[src/rtl/osc_filter_cfg_seq.sv]
// osc_filter_cfg_seq: applies register-bank coefficients to the IIR filter glitch-free
// (force bypass, swap coefficients, release) and tracks flush/settle status.
module osc_filter_cfg_seq #(
   parameter int SETTLE_CYC = 4,
   parameter int FW = 16
) (
   input  logic          clk,
   input  logic          rst_n,
   input  logic [17:0]   reg_aa_i,
   input  logic [24:0]   reg_bb_i,
   input  logic [24:0]   reg_kk_i,
   input  logic [24:0]   reg_pp_i,
   input  logic          reg_bypass_i,
   input  logic          commit_i,
   input  logic [FW-1:0] flush_len_i,
   input  logic          sample_valid_i,
   output logic          cfg_bypass,
   output logic [17:0]   cfg_coeff_aa,
   output logic [24:0]   cfg_coeff_bb,
   output logic [24:0]   cfg_coeff_kk,
   output logic [24:0]   cfg_coeff_pp,
   output logic          busy_o,
   output logic          settled_o,
   output logic          pending_o
);
   typedef enum logic [2:0] {IDLE, ENTER_BYP, LOAD, RELEASE, FLUSH} state_t;
   state_t        state;
   logic [17:0]   stg_aa;
   logic [24:0]   stg_bb;
   logic [24:0]   stg_kk;
   logic [24:0]   stg_pp;
   logic [3:0]    settle_cnt;
   logic [FW-1:0] flush_cnt;
   logic [FW-1:0] flush_len;
   logic          start;
   // a queued commit restarts the sequence exactly like a fresh one
   assign start = commit_i | pending_o;
   always_ff @(posedge clk or negedge rst_n) begin
      if (!rst_n) begin
         state        <= IDLE;
         stg_aa       <= '0;
         stg_bb       <= '0;
         stg_kk       <= '0;
         stg_pp       <= '0;
         settle_cnt   <= '0;
         flush_cnt    <= '0;
         flush_len    <= '0;
         cfg_bypass   <= 1'b1;
         cfg_coeff_aa <= '0;
         cfg_coeff_bb <= '0;
         cfg_coeff_kk <= '0;
         cfg_coeff_pp <= '0;
         busy_o       <= 1'b0;
         settled_o    <= 1'b1;
         pending_o    <= 1'b0;
      end else begin
         if (state != IDLE && commit_i) pending_o <= 1'b1;
         case (state)
            IDLE: begin
               if (start) begin
                  stg_aa     <= reg_aa_i;
                  stg_bb     <= reg_bb_i;
                  stg_kk     <= reg_kk_i;
                  stg_pp     <= reg_pp_i;
                  pending_o  <= 1'b0;
                  cfg_bypass <= 1'b1;
                  busy_o     <= 1'b1;
                  settled_o  <= 1'b0;
                  settle_cnt <= '0;
                  state      <= ENTER_BYP;
               end else begin
                  cfg_bypass <= reg_bypass_i;
                  if (cfg_bypass && !reg_bypass_i) begin
                     flush_len <= flush_len_i;
                     flush_cnt <= '0;
                     busy_o    <= 1'b1;
                     settled_o <= 1'b0;
                     state     <= FLUSH;
                  end else if (!cfg_bypass && reg_bypass_i) begin
                     settled_o <= 1'b1;
                  end
               end
            end
            ENTER_BYP: begin
               if (settle_cnt == 4'(SETTLE_CYC - 1)) state <= LOAD;
               else settle_cnt <= settle_cnt + 4'd1;
            end
            LOAD: begin
               cfg_coeff_aa <= stg_aa;
               cfg_coeff_bb <= stg_bb;
               cfg_coeff_kk <= stg_kk;
               cfg_coeff_pp <= stg_pp;
               state        <= RELEASE;
            end
            RELEASE: begin
               cfg_bypass <= reg_bypass_i;
               if (reg_bypass_i) begin
                  busy_o    <= 1'b0;
                  settled_o <= 1'b1;
                  state     <= IDLE;
               end else begin
                  flush_len <= flush_len_i;
                  flush_cnt <= '0;
                  state     <= FLUSH;
               end
            end
            FLUSH: begin
               // equality compare: a zero length exits after exactly one cycle
               if (flush_cnt == flush_len) begin
                  busy_o    <= 1'b0;
                  settled_o <= 1'b1;
                  state     <= IDLE;
               end else begin
                  flush_cnt <= flush_cnt + FW'(sample_valid_i);
               end
            end
            default: state <= IDLE;
         endcase
      end
   end
endmodule

[config.mk]
export PLATFORM = sky130hd
export DESIGN_NAME = osc_filter_cfg_seq
export DESIGN_NICKNAME = d
export VERILOG_FILES = /design/src/rtl/osc_filter_cfg_seq.sv
export SDC_FILE = /design/constraint.sdc
export NUM_CORES = 1
export LEC_CHECK = 0
export CAP_MARGIN = 30
export CORE_ASPECT_RATIO = 1.25
export CORE_MARGIN = 2
export CORE_UTILIZATION = 54
export DETAILED_ROUTE_END_ITERATION = 12
export PLACE_DENSITY = 0.95
export SETUP_SLACK_MARGIN = 0.5
export SKIP_CTS_REPAIR_TIMING = 1
export SYNTH_ARGS = -nofsm -noshare
export SYNTH_HDL_FRONTEND = slang
export SYNTH_SLANG_ARGS = --single-unit
[constraint.sdc]
create_clock -name clk -period 4.2 [get_ports clk]
set_input_delay 0.63 -clock clk [delete_from_list [all_inputs] [get_ports clk]]
set_output_delay 0.63 -clock clk [all_outputs]
set_load 0.05 [all_outputs]
======== Yosys cells after proc, flatten, opt, wreduce, memory -nomap -nowiden ========
Cells that the tools add are included.
cells by class
  magnitude comparators ................... 0
  bitwise logic cells ..................... 1
  shifts and indexed selects .............. 0
  multiplexer cells ....................... 34
  divide/modulo/power cells ............... 0
  add/subtract/negate cells ............... 2
  multipliers ............................. 0
  reduce and logical (&&, ||, !) cells .... 17
  equal/unequal tests ..................... 17
operator list
  cell                   number
  $mux W16               7
  $pmux W16 S3           1
  $pmux W16 S2           1
  $ne A2 B2 Y1 const B   9
  $add A16 B1 Y16        1
  $eq A16 B16 Y1         1
  $mux W3                5
  $pmux W3 S5            1
  $mux W1                13
  $reduce_and A4 Y1      3
  $mux W4                2
  $pmux W4 S2            1
  $eq A3 B2 Y1 const B   2
  $pmux W1 S3            2
  $reduce_and A3 Y1      2
  $reduce_bool A3 Y1     2
  $reduce_and A5 Y1      1
  $add A4 B1 Y4 const B  1
  $eq A4 B2 Y1 const B   1
  $ne A4 B4 Y1 const B   1
  $reduce_bool A2 Y1     2
  $eq A3 B1 Y1 const B   1
  $eq A3 B3 Y1 const B   1
  $logic_and A1 B1 Y1    3
  6 further kinds        7
word-level totals
  input port bits ......................... 114
  word-level logic and storage cells ...... 87
  output and inout port bits .............. 97
  RAM bits ................................ 0
  bits in read-only memories .............. 0
  memories kept ........................... 0
  bits in latches ......................... 0
  register bits after elaboration ......... 229

======== Logic depth before layout (Yosys ltp) ========
  depth after elaboration ................. 6
  mapped depth ............................ 8

======== Worst setup path after synthesis ========
OpenSTA, ideal clock, no wires.
  path type ............................... input to register
  start ................................... input sample_valid_i
  end ..................................... register flush_cnt[14]
  setup time .............................. 67 ps
  stages on the path ...................... 7
  path buffers ............................ 0
  path slack .............................. 2197 ps
  data arrival time ....................... 1936 ps
  required time ........................... 4133 ps
  cells stage by stage .................... ha_1 > ha_1 > and3_1 > nand3_1 > or4_1 > a2bb2oi_1 > nand2_1
between the ends
  cells in the longest elaborated chain, start to end .. 3
RTL lines
  what                  line  RTL
  start, declared       16    input logic sample_valid_i,
  $add A16 B1 Y16       114   flush_cnt <= flush_cnt + FW'(sample_valid_i);
  $mux W16              109   if (flush_cnt == flush_len) begin
  $pmux W16 S3          58    case (state)
  end signal, assigned  114
  end, declared         33    logic [FW-1:0] flush_cnt;
Every way passes these cells. The select of a mux whose other input is x is not followed.
A chain may end at the register's enable or synchronous reset.

======== Final worst setup path ========
  start ................................... register cfg_bypass
  end ..................................... output cfg_bypass
RTL lines
  what                    line  RTL
  start, declared         17    output logic cfg_bypass,
  start signal, assigned  72    cfg_bypass <= reg_bypass_i;
  start signal, assigned  96    cfg_bypass <= reg_bypass_i;
No word-level cell between the ends.

==> run_results.csv <==
group,metric,value,unit
logic_synthesis,post_synth_xor_area_fraction,1.88,%
critical_path,path_class,"flop to primary output",
logic_synthesis,ys_top_cells_by_area,"dfrtp_1, mux2_2, xnor2_1",
sta,finalHoldViolCount,0,
floorplan,initial_core_util,55.2,%
power_and_ir_drop,power,11200,uW
final_layout,layout.nets,949,
sta,skew,0.00626,ns
logic_synthesis,synthSimpleGateAreaFrac,5.47,%
clocking,clockBufferDepth,3,
sta,tightest_slew,0.941,ns
logic_synthesis,yosysSeqAreaShare,61.9,%
logic_synthesis,synth_compound_area_share,2.99,%
clocking,cts_tree,"done",
floorplan,dieArea,18200,sq um
placed_design,place_ws,1.47,ns
critical_path,end_kind,"primary output",
critical_path,crit_chain,"clkdlybuf4s50_1",
logic_synthesis,synth_top_family_by_area,"multiplexers",
job,max-cap-violations,0,
sta,timing.final.crit_share,59.2,%
placed_design,place_inst,1027,
final_layout,antennaDiodeCount,0,
critical_path,crit_path_max_fanout,4,
clocking,path_clk_slew,0.06,ns
final_layout,drive_above_1_share,29.9,%
final_layout,instances_no_fill,1066,
logic_synthesis,synth_area,9260,sq um
clocking,cts_sinks,229,
critical_path,arrival,1.86,ns
power_and_ir_drop,power.density,913,nW/um^2
detailed_routing,wl_per_cell,19.3,um
global_routing,first_global_vias,6387,
global_routing,grt_max_degree,116,
floorplan,core-area,16800,sq um
critical_path,worstReg2RegStart,"state[0]",
power_and_ir_drop,power.leakage,0.00508,uW
clocking,ctsHtreeMaxLevel,1,
placed_design,gp_congestion,0.859,
logic_synthesis,syn_nets,743,
sta,max_slew_margin,37.3,%
global_routing,grt_overflow_total,0,
logic_synthesis,muxShareOfSynthArea,24.9,%
logic_synthesis,synth_adder_area_share,0.406,%
sta,fmax,0.402,GHz
critical_path,worstReg2RegEnd,"stg_bb[13]",
critical_path,cp-start-kind,"flop",
critical_path,worst_ep_required_time,3.57,ns
critical_path,crit_buf_inv,1,
clocking,numCtsBuffers,23,
logic_synthesis,ys_types,46,
floorplan,row_count,53,
logic_synthesis,ys_warn_count,0,
detailed_routing,avgViaCountPerCell,5.50,
critical_path,cp_top_family,"buffers and inverters",
final_layout,seq_area,5730,sq um
sta,grt_setup_unrepaired,"false",
run_status,status,"finished clean",
floorplan,ios,211,
floorplan,die_y,150,um
logic_synthesis,synth_edf_count,0,
logic_synthesis,syn_inst,626,
global_routing,grt_pass1_wl,32.8,mm
detailed_routing,dr.pass1.iters,4,
sta,fin_tns_setup,0,ns
sta,fin_ws,1.71,ns
logic_synthesis,yosys.area.top_type,"dfrtp_1",
placed_design,port_buffers,210,
detailed_routing,detail-route-antenna-nets,0,
global_routing,antenna_found_initial,0,
detailed_routing,wl,20.6,mm
clocking,cts.root.buffer_cell,"clkbuf_16",
logic_synthesis,synth_common_cells,"dfrtp_1, mux2_2, buf_2",
final_layout,syn2layout_area_growth,32.2,%
global_routing,grt_use_total,22.7,%
logic_synthesis,synthFlopType,"dfrtp_1",
critical_path,reg2reg_depth,4,
sta,slew_viol_final,0,
critical_path,slowest_delay,0.80,ns
clocking,clock_latency,0.50,ns
logic_synthesis,yosysMostFrequentCell,"dfrtp_1",
detailed_routing,drc,0,
detailed_routing,vias,5868,
power_and_ir_drop,peakVddDrop,0.635,mV
logic_synthesis,synth.top_cell.area_share,61.4,%
detailed_routing,drt_iter0_drc,299,
final_layout,multi_input_comb_area,3320,sq um
placed_design,dp_hpwl,13.5,mm
final_layout,fillers,1049,
sta,finalSetupViolCount,0,
floorplan,die_x,121,um
critical_path,critPathSlowestCell,"clkdlybuf4s50_1",
sta,fin_crit,2.49,ns
logic_synthesis,async_flop_share,100,%
critical_path,rrSetupSlack,1.87,ns
logic_synthesis,syn_area_per_cell,14.8,sq um
logic_synthesis,ys_ff_latch,229,
worst_hold_path,hold_class,"primary input to async pin",
==> sequential cells by signal (all words and copies together), names as in the netlist <==
signal	flops
flush_cnt	16
cfg_coeff_aa	18
settled_o	1
stg_aa	18
stg_pp	25
pending_o	1
cfg_coeff_bb	25
cfg_bypass	1
cfg_coeff_kk	25
stg_bb	25
flush_len	16
settle_cnt	4
stg_kk	25
cfg_coeff_pp	25
state	3
busy_o	1
==> power by group <==
part | switching, uW | leakage, uW | internal (uW)
Combinational | 2950 | 0.00198 | 2320
Sequential | 662 | 0.00275 | 3310
Clock | 799 | 0.000350 | 1140
==> placed cells by master (no fill, tap or decap), types with 3 or more instances in the layout <==
cell,n
dfrtp_1,227
clkdlybuf4s50_1,209
mux2_2,202
clkbuf_16,23
nand2_1,21
nand3_1,19
xnor2_1,16
nor2_1,11
nand4_1,9
o211ai_1,8
nor3_1,7
or4_1,7
clkbuf_1,7
buf_4,7
and3_1,5
o21ai_0,5
inv_1,4
o311ai_0,4
clkinv_2,4
clkbuf_8,4
a22o_1,3
a221o_1,3
or3_1,3
ha_1,3
==> logic make-up after synthesis <==
logic type | after synthesis
AO/OA/AOI/OAI | 35
AND/OR/NAND/NOR | 94
buffers and inverters | 41
flip-flops | 229
XOR/XNOR | 19
multiplexers | 205
adder cells (fa/ha/maj) | 3
==> layer usage <==
metal | vias to the layer above | wire length [um] | share of wire [%] | track usage (%)
met5 | - | 0 | 0 | 0
met4 | 0 | 522 | 2.5 | 6.51
met3 | 42 | 1570 | 7.6 | 6.48
met2 | 220 | 10600 | 52 | 40.4
met1 | 2949 | 7870 | 38 | 26.8
li1 | 2657 | - | - | -
==> area by class of cell <==
| cell class | instances | area share [%] |
|---|---|---|
| sequential | 229 | 46.9 |
| multi-input combinational | 356 | 27.2 |
| timing repair buffer | 218 | 17.8 |
| clock buffer | 34 | 5.37 |
| tap | 220 | 2.25 |
| clock inverter | 5 | 0.409 |
| inverter | 4 | 0.123 |
==> metrics by stage <==
step	hold WS [ns]	util [%]	area, sq um
2_1_floorplan	0.334	-	9260
3_3_place_gp	0.466	68.7	11500
3_5_place_dp	0.489	68.7	11500
4_1_cts	0.224	72.9	12200
5_1_grt	0.256	72.9	12200
6_report	0.195	72.9	12200
==> worst max path at each step <==
| stage | start | end | slack (ns) | cells past startpoint |
|---|---|---|---|---|
| after global placement | reg_bypass_i | flush_len[2] | 1.48 | 5 |
| after global routing | cfg_bypass | cfg_bypass | 1.68 | 1 |
| final | cfg_bypass | cfg_bypass | 1.71 | 1 |
| after CTS | cfg_bypass | cfg_bypass | 1.70 | 1 |
| after detailed placement | reg_bypass_i | flush_len[4] | 1.47 | 5 |
| after floorplan | sample_valid_i | flush_cnt[14] | 2.20 | 7 |
Power figures use the tool's default switching activity.
